==> src/rtl/serial_subtractor.sv <==
// serial_subtractor: bit-serial WIDTH-bit subtractor with parallel load/collect.
// Operands are captured on an accepted start, processed LSB-first one bit per
// clock through a two-state borrow FSM, and the difference plus final borrow
// are presented in parallel together with a one-cycle done pulse.
// Optional feature macro: SERIAL_SUB_OVF_EN builds the two's-complement
// overflow flag; when undefined, ovf is tied to 0 and no overflow logic exists.
module serial_subtractor #(
  parameter int WIDTH = 8
) (
  input  logic             clk,
  input  logic             rst_n,
  input  logic             start,
  input  logic [WIDTH-1:0] A,
  input  logic [WIDTH-1:0] B,
  output logic [WIDTH-1:0] D,
  output logic             Bout,
  output logic             ovf,
  output logic             busy,
  output logic             done
);

  // Bit counter only has to reach WIDTH-1, so clog2(WIDTH) bits suffice.
  localparam int CW = (WIDTH > 1) ? $clog2(WIDTH) : 1;

  typedef enum logic [1:0] {
    IDLE  = 2'd0,
    SHIFT = 2'd1,
    DONE  = 2'd2
  } ctrl_t;

  typedef enum logic {
    NB = 1'b0,  // no borrow pending
    BR = 1'b1   // borrow pending into the next bit
  } borrow_t;

  ctrl_t            state_reg,  state_next;
  borrow_t          borrow_reg, borrow_next;
  logic [WIDTH-1:0] ra_reg, ra_next;
  logic [WIDTH-1:0] rb_reg, rb_next;
  logic [WIDTH-1:0] rd_reg, rd_next;
  logic [CW-1:0]    count_reg, count_next;
  logic [WIDTH-1:0] d_reg, d_next;
  logic             bout_reg, bout_next;

  // Current-bit datapath signals.
  logic bit_a;
  logic bit_b;
  logic bit_d;
  logic last_bit;

  // Bit-serial datapath: difference bit of the current column and end-of-word detect.
  always_comb begin
    bit_a    = ra_reg[0];
    bit_b    = rb_reg[0];
    bit_d    = bit_a ^ bit_b ^ (borrow_reg == BR);
    last_bit = (state_reg == SHIFT) && (count_reg == CW'(WIDTH - 1));
  end

  // State, shift registers and result registers; reset abandons any operation.
  always_ff @(posedge clk or negedge rst_n) begin
    if (!rst_n) begin
      state_reg  <= IDLE;
      borrow_reg <= NB;
      ra_reg     <= '0;
      rb_reg     <= '0;
      rd_reg     <= '0;
      count_reg  <= '0;
      d_reg      <= '0;
      bout_reg   <= 1'b0;
    end else begin
      state_reg  <= state_next;
      borrow_reg <= borrow_next;
      ra_reg     <= ra_next;
      rb_reg     <= rb_next;
      rd_reg     <= rd_next;
      count_reg  <= count_next;
      d_reg      <= d_next;
      bout_reg   <= bout_next;
    end
  end

  // Next-state logic for the control FSM, the borrow FSM and the datapath.
  always_comb begin
    state_next  = state_reg;
    borrow_next = borrow_reg;
    ra_next     = ra_reg;
    rb_next     = rb_reg;
    rd_next     = rd_reg;
    count_next  = count_reg;
    d_next      = d_reg;
    bout_next   = bout_reg;

    case (state_reg)
      IDLE: begin
        if (start) begin
          ra_next     = A;
          rb_next     = B;
          borrow_next = NB;
          count_next  = '0;
          state_next  = SHIFT;
        end
      end

      SHIFT: begin
        // Borrow FSM: only a 0-1 column creates a borrow, only a 1-0 column clears it.
        case (borrow_reg)
          NB:      if (!bit_a && bit_b) borrow_next = BR;
          BR:      if (bit_a && !bit_b) borrow_next = NB;
          default: borrow_next = NB;
        endcase

        rd_next    = {bit_d, rd_reg[WIDTH-1:1]};
        ra_next    = {1'b0, ra_reg[WIDTH-1:1]};
        rb_next    = {1'b0, rb_reg[WIDTH-1:1]};
        count_next = count_reg + CW'(1);

        if (last_bit) begin
          d_next     = {bit_d, rd_reg[WIDTH-1:1]};
          bout_next  = (borrow_next == BR);
          state_next = DONE;
        end
      end

      DONE: begin
        // start is deliberately ignored here; it is seen again once in IDLE.
        state_next = IDLE;
      end

      default: begin
        state_next = IDLE;
      end
    endcase
  end

`ifdef SERIAL_SUB_OVF_EN
  logic ovf_reg;

  // Two's-complement overflow: operand signs differ and the result sign differs from A.
  always_ff @(posedge clk or negedge rst_n) begin
    if (!rst_n) begin
      ovf_reg <= 1'b0;
    end else if (last_bit) begin
      ovf_reg <= (bit_a != bit_b) && (bit_d != bit_a);
    end
  end

  assign ovf = ovf_reg;
`else
  assign ovf = 1'b0;
`endif

  assign D    = d_reg;
  assign Bout = bout_reg;
  assign busy = (state_reg == SHIFT);
  assign done = (state_reg == DONE);

endmodule
==> config.mk <==
export PLATFORM = sky130hd
export DESIGN_NAME = serial_subtractor
export DESIGN_NICKNAME = d
export VERILOG_FILES = /design/src/rtl/serial_subtractor.sv
export SDC_FILE = /design/constraint.sdc
export NUM_CORES = 1
export LEC_CHECK = 0
export CAP_MARGIN = 20
export CORE_MARGIN = 8
export CORE_UTILIZATION = 51
export DETAILED_ROUTE_END_ITERATION = 8
export PLACE_DENSITY = 0.78
export SKIP_LAST_GASP = 1
export SLEW_MARGIN = 20
export SYNTH_ARGS = -nofsm -noshare
export SYNTH_HDL_FRONTEND = slang
export SYNTH_SLANG_ARGS = --single-unit
==> constraint.sdc <==
create_clock -name clk -period 2.2 [get_ports clk]
set_clock_uncertainty 0.15 [all_clocks]
set_input_delay 0.22 -clock clk [delete_from_list [all_inputs] [get_ports clk]]
set_output_delay 0.22 -clock clk [all_outputs]
set_load 0.01 [all_outputs]
# After elaboration in Yosys (flattened, before gate mapping)
# Index checks and enable logic that the tools add are counted.
totals:
  reg_bits: 39
  in_bits: 19
  output_inout_bits: 12
  word_cells: 41
classes:
  add_sub_neg: 1
  n_eq_ne: 5
  muxes: 14
  bitwise: 3
  n_reduce_logical: 10
ops:
  columns: ["op", "n"]
  rows:
  - ["8-bit case mux with 2 select lines", 2]
  - ["8-bit 2-to-1 mux", 2]
  - ["3-bit case mux with 2 select lines", 1]
  - ["2-bit AND reduction", 3]
  - ["2-bit 2-to-1 mux", 2]
  - ["1-bit case mux with 2 select lines", 2]
  - ["2-bit case mux with 2 select lines", 1]
  - ["3-bit by 1-bit adder with 3-bit output (second input constant)", 1]
  - ["3-bit == test (second input constant)", 1]
  - ["1-bit logical AND", 3]
  - ["1-bit 2-to-1 mux", 3]
  - ["3-bit 2-to-1 mux", 1]
  - ["2-bit by 1-bit == test with 1-bit output (second input constant)", 1]
  - ["2-bit == test (second input constant)", 1]
  - ["1-bit logical NOT", 2]
  - ["2-bit logical NOT", 1]
  - ["2-bit by 1-bit != test with 1-bit output (second input constant)", 1]
  - ["2-bit != test (second input constant)", 1]
  - ["2-bit nonzero test", 1]
  - ["1-bit XOR", 2]
  - ["1-bit NOT", 1]

# Logic depth before layout (Yosys ltp)
# Gate-level depths: netlist (run 1).
logic_depth:
  depth_word: 5
  depth_mapped: 6
  depth_no_buf: 5

# Worst setup path before layout (run 1)
# OpenSTA, ideal clock, no wires.
synth_timing:
  kind: "reg-to-reg"
  from: "reg count_reg[0]"
  to: "reg d_reg[2] (netlist: D[2])"
  setup_time_ps: 125
  arrival_ps: 1293
  path_slack_ps: 632
  path_stages_with_launch: 6
  n_path_buf: 1
  synth_period_minus_slack_ps: 1568
  path_cell_list: "dfrtp_1 -> ha_1 -> ha_1 -> nand3b_4 -> buf_6 -> mux2_4"
synth_via:
  elab_chain_len: 3
synth_rtl:
  columns: ["element", "line_no", "source"]
  rows:
  - ["start, declared", "41", "logic [CW-1:0] count_reg, count_next;"]
  - ["start signal, assigned", "76", "count_reg <= count_next;"]
  - ["3-bit == test", "56", "last_bit = (state_reg == SHIFT) && (count_reg == CW'(WIDTH - 1));"]
  - ["1-bit logical AND", "56", null]
  - ["2-bit AND reduction (no line)", null, null]
  - ["end signal, assigned", "77", "d_reg <= d_next;"]
  - ["end, declared", "42", "logic [WIDTH-1:0] d_reg, d_next;"]
# Every way passes these cells.
# A chain may end at the register's enable or synchronous reset.

# Final worst setup path (run 1)
layout_timing:
  from: "reg state_reg[1]"
  to: "out busy"
layout_via:
  elab_chain_len: 1
layout_rtl:
  columns: ["element", "line_no", "source"]
  rows:
  - ["start, declared", "36", "ctrl_t state_reg, state_next;"]
  - ["start signal, assigned", "71", "state_reg <= state_next;"]
  - ["2-bit by 1-bit == test with 1-bit output", "154", "assign busy = (state_reg == SHIFT);"]
  - ["end, declared", "18", "output logic busy,"]
# Every way passes these cells.

==> results.py, run 1 <==
metrics = {
    "clocking": {
        "clkLatencyLatePin_ns": 0.35,
        "cts_tree": "done",
        "cts_made_buffers": 5,
        "cts_sinks": 38,
        "clk_pin_slew_ns": 0.11,
        "clockBufferDepth": 2,
        "root_buffer": "clkbuf_4",
        "holdBufCountCts": 0,
        "cts_max_level": 2,
    },
    "critical_path": {
        "worstPathRequired_ns": 1.83,
        "critPathKind": "reg -> out",
        "r2r_setup_slack_ns": 0.55,
        "end_kind": "output pin",
        "setup.worst_path.start_class": "flip-flop",
        "critical_path_arrival_ns": 1.72,
        "path_max_fanout": 14,
    },
    "power_and_ir_drop": {
        "vdd_ir_drop_max_mv": 0.845,
        "p_leak_uw": 0.000931,
        "power_density_nw_per_um2": 1390,
        "power_uw": 2880,
    },
    "sta": {
        "fin_crit_ns": 2.09,
        "maxSlewViolCount": 0,
        "setup_violations": 0,
        "relSlewSlack_pct": 64.9,
        "tns_ns": 0,
        "tightest_slew_ns": 0.526,
        "timing.fmax_ghz": 0.478,
        "hold_viol": 0,
        "rsz0062_at_grt": "false",
        "fin_crit_sh_pct": 95.2,
    },
    "global_route": {
        "first_global_vias": 1186,
        "grtUsageTotal_pct": 13.3,
        "overflow": 0,
        "grt_max_degree": 39,
        "grt_pass1_wl_mm": 5.42,
        "antenna_found_initial": 0,
    },
    "die": {
        "io_pins": 31,
        "die_height_um": 73.4,
        "die_w_um": 73.4,
        "fp-row-count": 21,
        "dieArea_um2": 5380,
        "start_util_pct": 51.5,
        "core-area_um2": 3260,
    },
    "route": {
        "drtAntennaViolNets": 0,
        "wirelength_mm": 3.19,
        "drc_errors": 0,
        "drt-wirelength-per-cell_um": 14.6,
        "drt-initial-drc-count": 94,
        "drtPass1Iterations": 4,
        "vias_per_cell": 5.34,
        "route.vias.total": 1165,
    },
    "logic_synthesis": {
        "synthCells": 139,
        "ys_seq_area_share_pct": 56.7,
        "yosysUniqueCellTypes": 28,
        "ys_ff_latch": 38,
        "yosysWarnings": 0,
        "synth_nets": 162,
        "syn_area_per_cell_um2": 12.1,
        "syn_area_um2": 1680,
    },
    "run_status": {
        "status": "complete, no violations",
    },
    "placement": {
        "dp_hpwl_mm": 2.35,
        "gp_congestion": 0.792,
        "place.port_buffers": 29,
    },
    "finish": {
        "diodes": 0,
        "final_nets": 194,
        "drive_gt1_share_pct": 19.8,
        "area_delta_synth_final_pct": 23.9,
    },
    "flow_run": {
        "cap_violations": 0,
    },
    "hold_path": {
        "hp-class": "in -> async",
    },
}
[cell usage in the layout (no fill, tap or decap)]
cell type | netlist | final
o21bai_1 | 1 | 1
clkinvlp_4 | 0 | 1
mux2_4 | 5 | 5
o21ai_0 | 6 | 6
ha_1 | 4 | 4
o221a_2 | 3 | 3
a32o_1 | 1 | 1
clkdlybuf4s50_1 | 0 | 29
o22ai_1 | 11 | 11
nand2b_1 | 2 | 2
nor2_1 | 13 | 13
a22o_1 | 2 | 2
clkinv_2 | 0 | 2
nand2b_4 | 1 | 1
mux2_2 | 9 | 9
clkbuf_4 | 0 | 5
o21ba_2 | 1 | 1
nand2_1 | 6 | 6
xor2_1 | 1 | 1
nand3b_4 | 1 | 1
nor2b_1 | 1 | 1
a22oi_1 | 1 | 1
dfrtp_2 | 0 | 1
dfrtp_1 | 38 | 37
inv_1 | 7 | 6
conb_1 | 1 | 1
bufinv_16 | 0 | 1
buf_4 | 3 | 4
o311ai_1 | 1 | 1
a21oi_1 | 11 | 11
nand3b_1 | 4 | 4
[timing repair]
item / 4_1_cts / 5_1_grt
setup endpoints to repair: 0 / 1
buffers inserted: 0 / 2
resized for setup: 0 / 2
[metrics by stage]
step | util, % | setup WS (ns) | cells | area (µm²) | hold slack (ns)
2_1_floorplan | - | 0.632 | 139 | 1680 | -0.226
3_3_place_gp | 60.8 | 0.498 | 208 | 1980 | 0.313
3_5_place_dp | 60.8 | 0.437 | 208 | 1980 | 0.321
4_1_cts | 63.2 | 0.0516 | 216 | 2060 | 0.143
5_1_grt | 63.8 | 0.0224 | 218 | 2080 | 0.157
6_report | 63.8 | 0.106 | 218 | 2080 | 0.125
[worst max-delay path, stage by stage (launching register included)]
cell,delay [ns]
dfrtp_2,0.48
nand2b_4,0.23
inv_1,0.12
clkdlybuf4s50_1,0.55
[layout make-up]
class                           instances  area (µm²)
Fill cell                             280        1180
Sequential cell                        38         952
Multi-Input combinational cell         86         642
Timing Repair Buffer                   33         320
Tap cell                               46        57.6
Clock inverter                          3        40.0
Clock buffer                            5        37.5
Inverter                                7        30.0
[final timing paths]
check | from | end | cells past startpoint
min in group clk | A[7] | ra_reg[7] | 3
max | state_reg[1] | busy | 3
max in group asynchronous | rst_n | state_reg[1] | 2
min | rst_n | rb_reg[5] | 2
min reg2reg | Bout | Bout | 2
max reg2reg | count_reg[0] | D[1] | 4
[synthesized netlist by cell type (all sizes together)]
master / number / share of area [%]
o311ai: 1 / 0.52
nand2b: 3 / 1.6
o22ai: 11 / 4.1
conb: 1 / 0.22
o21ai: 6 / 1.8
nor2: 13 / 2.9
nand2: 6 / 1.3
nand3b: 5 / 3.0
ha: 4 / 3.0
a21oi: 11 / 3.3
nor2b: 1 / 0.37
a32o: 1 / 0.60
o221a: 3 / 2.0
mux2: 14 / 11
dfrtp: 38 / 57
a22oi: 1 / 0.45
xor2: 1 / 0.52
a22o: 2 / 1.0
clkbuf: 1 / 0.22
o21bai: 1 / 0.45
inv: 7 / 1.6
o21ba: 1 / 0.60
buf: 7 / 3.3
[kinds of logic (layout without fill, tap and decap cells)]
family / Yosys count / count (layout) / synth area share, %
AOI/OAI and AO/OA: 38 / 38 / 14.8
DFF: 38 / 38 / 56.7
and+or+nand+nor: 28 / 28 / 9.17
buffers and inverters: 15 / 48 / 5.07
muxes: 14 / 14 / 10.5
adders and majority gates: 4 / 4 / 2.98
other: 1 / 1 / 0.223
xor gates and xnor gates: 1 / 1 / 0.522
[routing by layer]
| metal | wire [µm] | vias to the layer above | part of all wire, % | GRT usage, % |
|---|---|---|---|---|
| met5 | 0 | - | 0 | 0 |
| met4 | 37 | 0 | 1.2 | 3.99 |
| met3 | 197 | 6 | 6.2 | 6.68 |
| met2 | 1520 | 27 | 48 | 20.2 |
| met1 | 1430 | 575 | 45 | 16.2 |
| li1 | - | 557 | - | - |
[where the power goes]
part	leakage (µW)	total (µW)	switching, µW	internal [µW]
Clock	0.0000450	463	228	235
Combinational	0.000434	1170	509	664
Sequential	0.000452	1250	211	1030
Total	0.000931	2880	948	1930
(Power assumes the default switching activity.)
==> run 2: changes to the inputs <==
Settings changed: GPL_ROUTABILITY_DRIVEN from default to 1.
==> results of run 2 <==
Same layout as run 1: the final DEF is identical, and so are final timing and power.
==> run 3: changes to the inputs <==
Settings changed: SETUP_SLACK_MARGIN from default to 0.15.
==> results.py, run 3 (synthesis results as in run 1) <==
metrics = {
    "clocking": {
        "holdBufCountCts": 0,
        "cts_max_level": 2,
        "clk_pin_slew_ns": 0.11,
        "cts_resized": 3,
        "cts_sinks": 38,
        "clockBufferDepth": 2,
        "post-cts-setup-buffers": 0,
        "clkLatencyLatePin_ns": 0.35,
        "root_buffer": "clkbuf_4",
        "cts_made_buffers": 5,
        "cts_tree": "done",
    },
    "global_route": {
        "grt_pass1_wl_mm": 5.42,
        "overflow": 0,
        "grt_max_degree": 39,
        "first_global_vias": 1186,
        "grtUsageTotal_pct": 13.3,
        "antenna_found_initial": 0,
    },
    "route": {
        "drc_errors": 0,
        "drtPass1Iterations": 4,
        "drtAntennaViolNets": 0,
        "met2_length_mm": 1.54,
        "route.vias.total": 1157,
        "wl_met1_mm": 1.44,
        "highest_layer": "met4",
        "drt-initial-drc-count": 81,
        "route.met3.wl_um": 193,
        "wirelength_mm": 3.20,
        "vias_per_cell": 5.36,
        "drt-wirelength-per-cell_um": 14.8,
    },
    "placement": {
        "place.port_buffers": 29,
        "gp_congestion": 0.792,
        "dp_hpwl_mm": 2.35,
        "dp_cells": 208,
    },
    "finish": {
        "fin_util_pct": 63.3,
        "ff_latch_area_um2": 952,
        "area_delta_synth_final_pct": 22.9,
        "final_nets": 192,
        "drive_gt1_share_pct": 18.8,
        "finalNonFillerCells": 216,
        "final_common_cell": "dfrtp_1",
        "num-fill-cells": 281,
        "final_cell_mix": "dfrtp_1 (37), clkdlybuf4s50_1 (27), nor2_1 (13)",
        "multi_input_area_um2": 642,
        "diodes": 0,
    },
    "critical_path": {
        "critical_path_arrival_ns": 1.44,
        "critPathKind": "reg -> out",
        "end_kind": "output pin",
        "worstPathRequired_ns": 1.83,
        "ff2ff_path_depth": 4,
        "r2r_setup_slack_ns": 0.55,
        "setup.worst_path.start_class": "flip-flop",
        "path_max_fanout": 14,
    },
    "sta": {
        "whs_ns": 0.127,
        "maxSlewViolCount": 0,
        "rsz0062_at_grt": "false",
        "fin_crit_sh_pct": 82.3,
        "timing.fmax_ghz": 0.552,
        "hold_viol": 0,
        "setup_violations": 0,
        "tightest_slew_ns": 0.528,
        "fin_crit_ns": 1.81,
        "tns_ns": 0,
        "relSlewSlack_pct": 64.7,
    },
    "die": {
        "fp-row-count": 21,
        "io_pins": 31,
        "start_util_pct": 51.5,
        "core-area_um2": 3260,
        "die_height_um": 73.4,
        "die_w_um": 73.4,
        "dieArea_um2": 5380,
    },
    "flow_run": {
        "cap_violations": 0,
    },
    "run_status": {
        "status": "complete, no violations",
    },
    "hold_path": {
        "hp-class": "in -> async",
    },
    "power_and_ir_drop": {
        "power_density_nw_per_um2": 1390,
        "vdd_ir_drop_max_mv": 0.845,
        "power_uw": 2870,
        "p_leak_uw": 0.000942,
    },
}
-- run 3: cell type report --
cell class | instances | share of cell area (%)
sequential | 38 | 46.2
inverter | 7 | 1.27
multi-input combinational | 86 | 31.1
tap | 46 | 2.79
timing repair buffer | 31 | 14.9
clock inverter | 3 | 1.94
clock buffer | 5 | 1.82
-- run 3: worst max-delay path: stages, from the launching register on --
cell and delay [ns]:
dfrtp_2 0.47, nand2b_4 0.23, inv_1 0.12, dlygate4sd2_1 0.28
-- run 3: path summary, 6_finish.rpt --
path | start | end
max in group asynchronous | rst_n | state_reg[1]
setup / recovery | state_reg[1] | busy
hold reg to reg | Bout | Bout
setup reg to reg | count_reg[0] | D[1]
hold / removal | rst_n | rb_reg[5]
min in group clk | A[7] | ra_reg[7]
-- run 3: per-layer routing --
| metal | vias to the layer above | global-route usage (%) |
|---|---|---|
| met5 | - | 0 |
| met4 | 0 | 3.99 |
| met3 | 6 | 6.68 |
| met2 | 26 | 20.2 |
| met1 | 571 | 16.2 |
| li1 | 554 | - |
-- run 3: stage by stage --
stage | area, µm² | setup slack (ns)
global placement | 1980 | 0.498
detailed placement | 1980 | 0.437
CTS | 2060 | 0.196
finish | 2060 | 0.389
floorplan | 1680 | 0.632
global route | 2060 | 0.304
-- run 3: report_power, final --
group          internal [µW]  switching [µW]  leakage [µW]  total (µW)
Clock                    235             228     0.0000450         463
Combinational            650             510      0.000445        1160
Sequential              1030             211      0.000452        1250
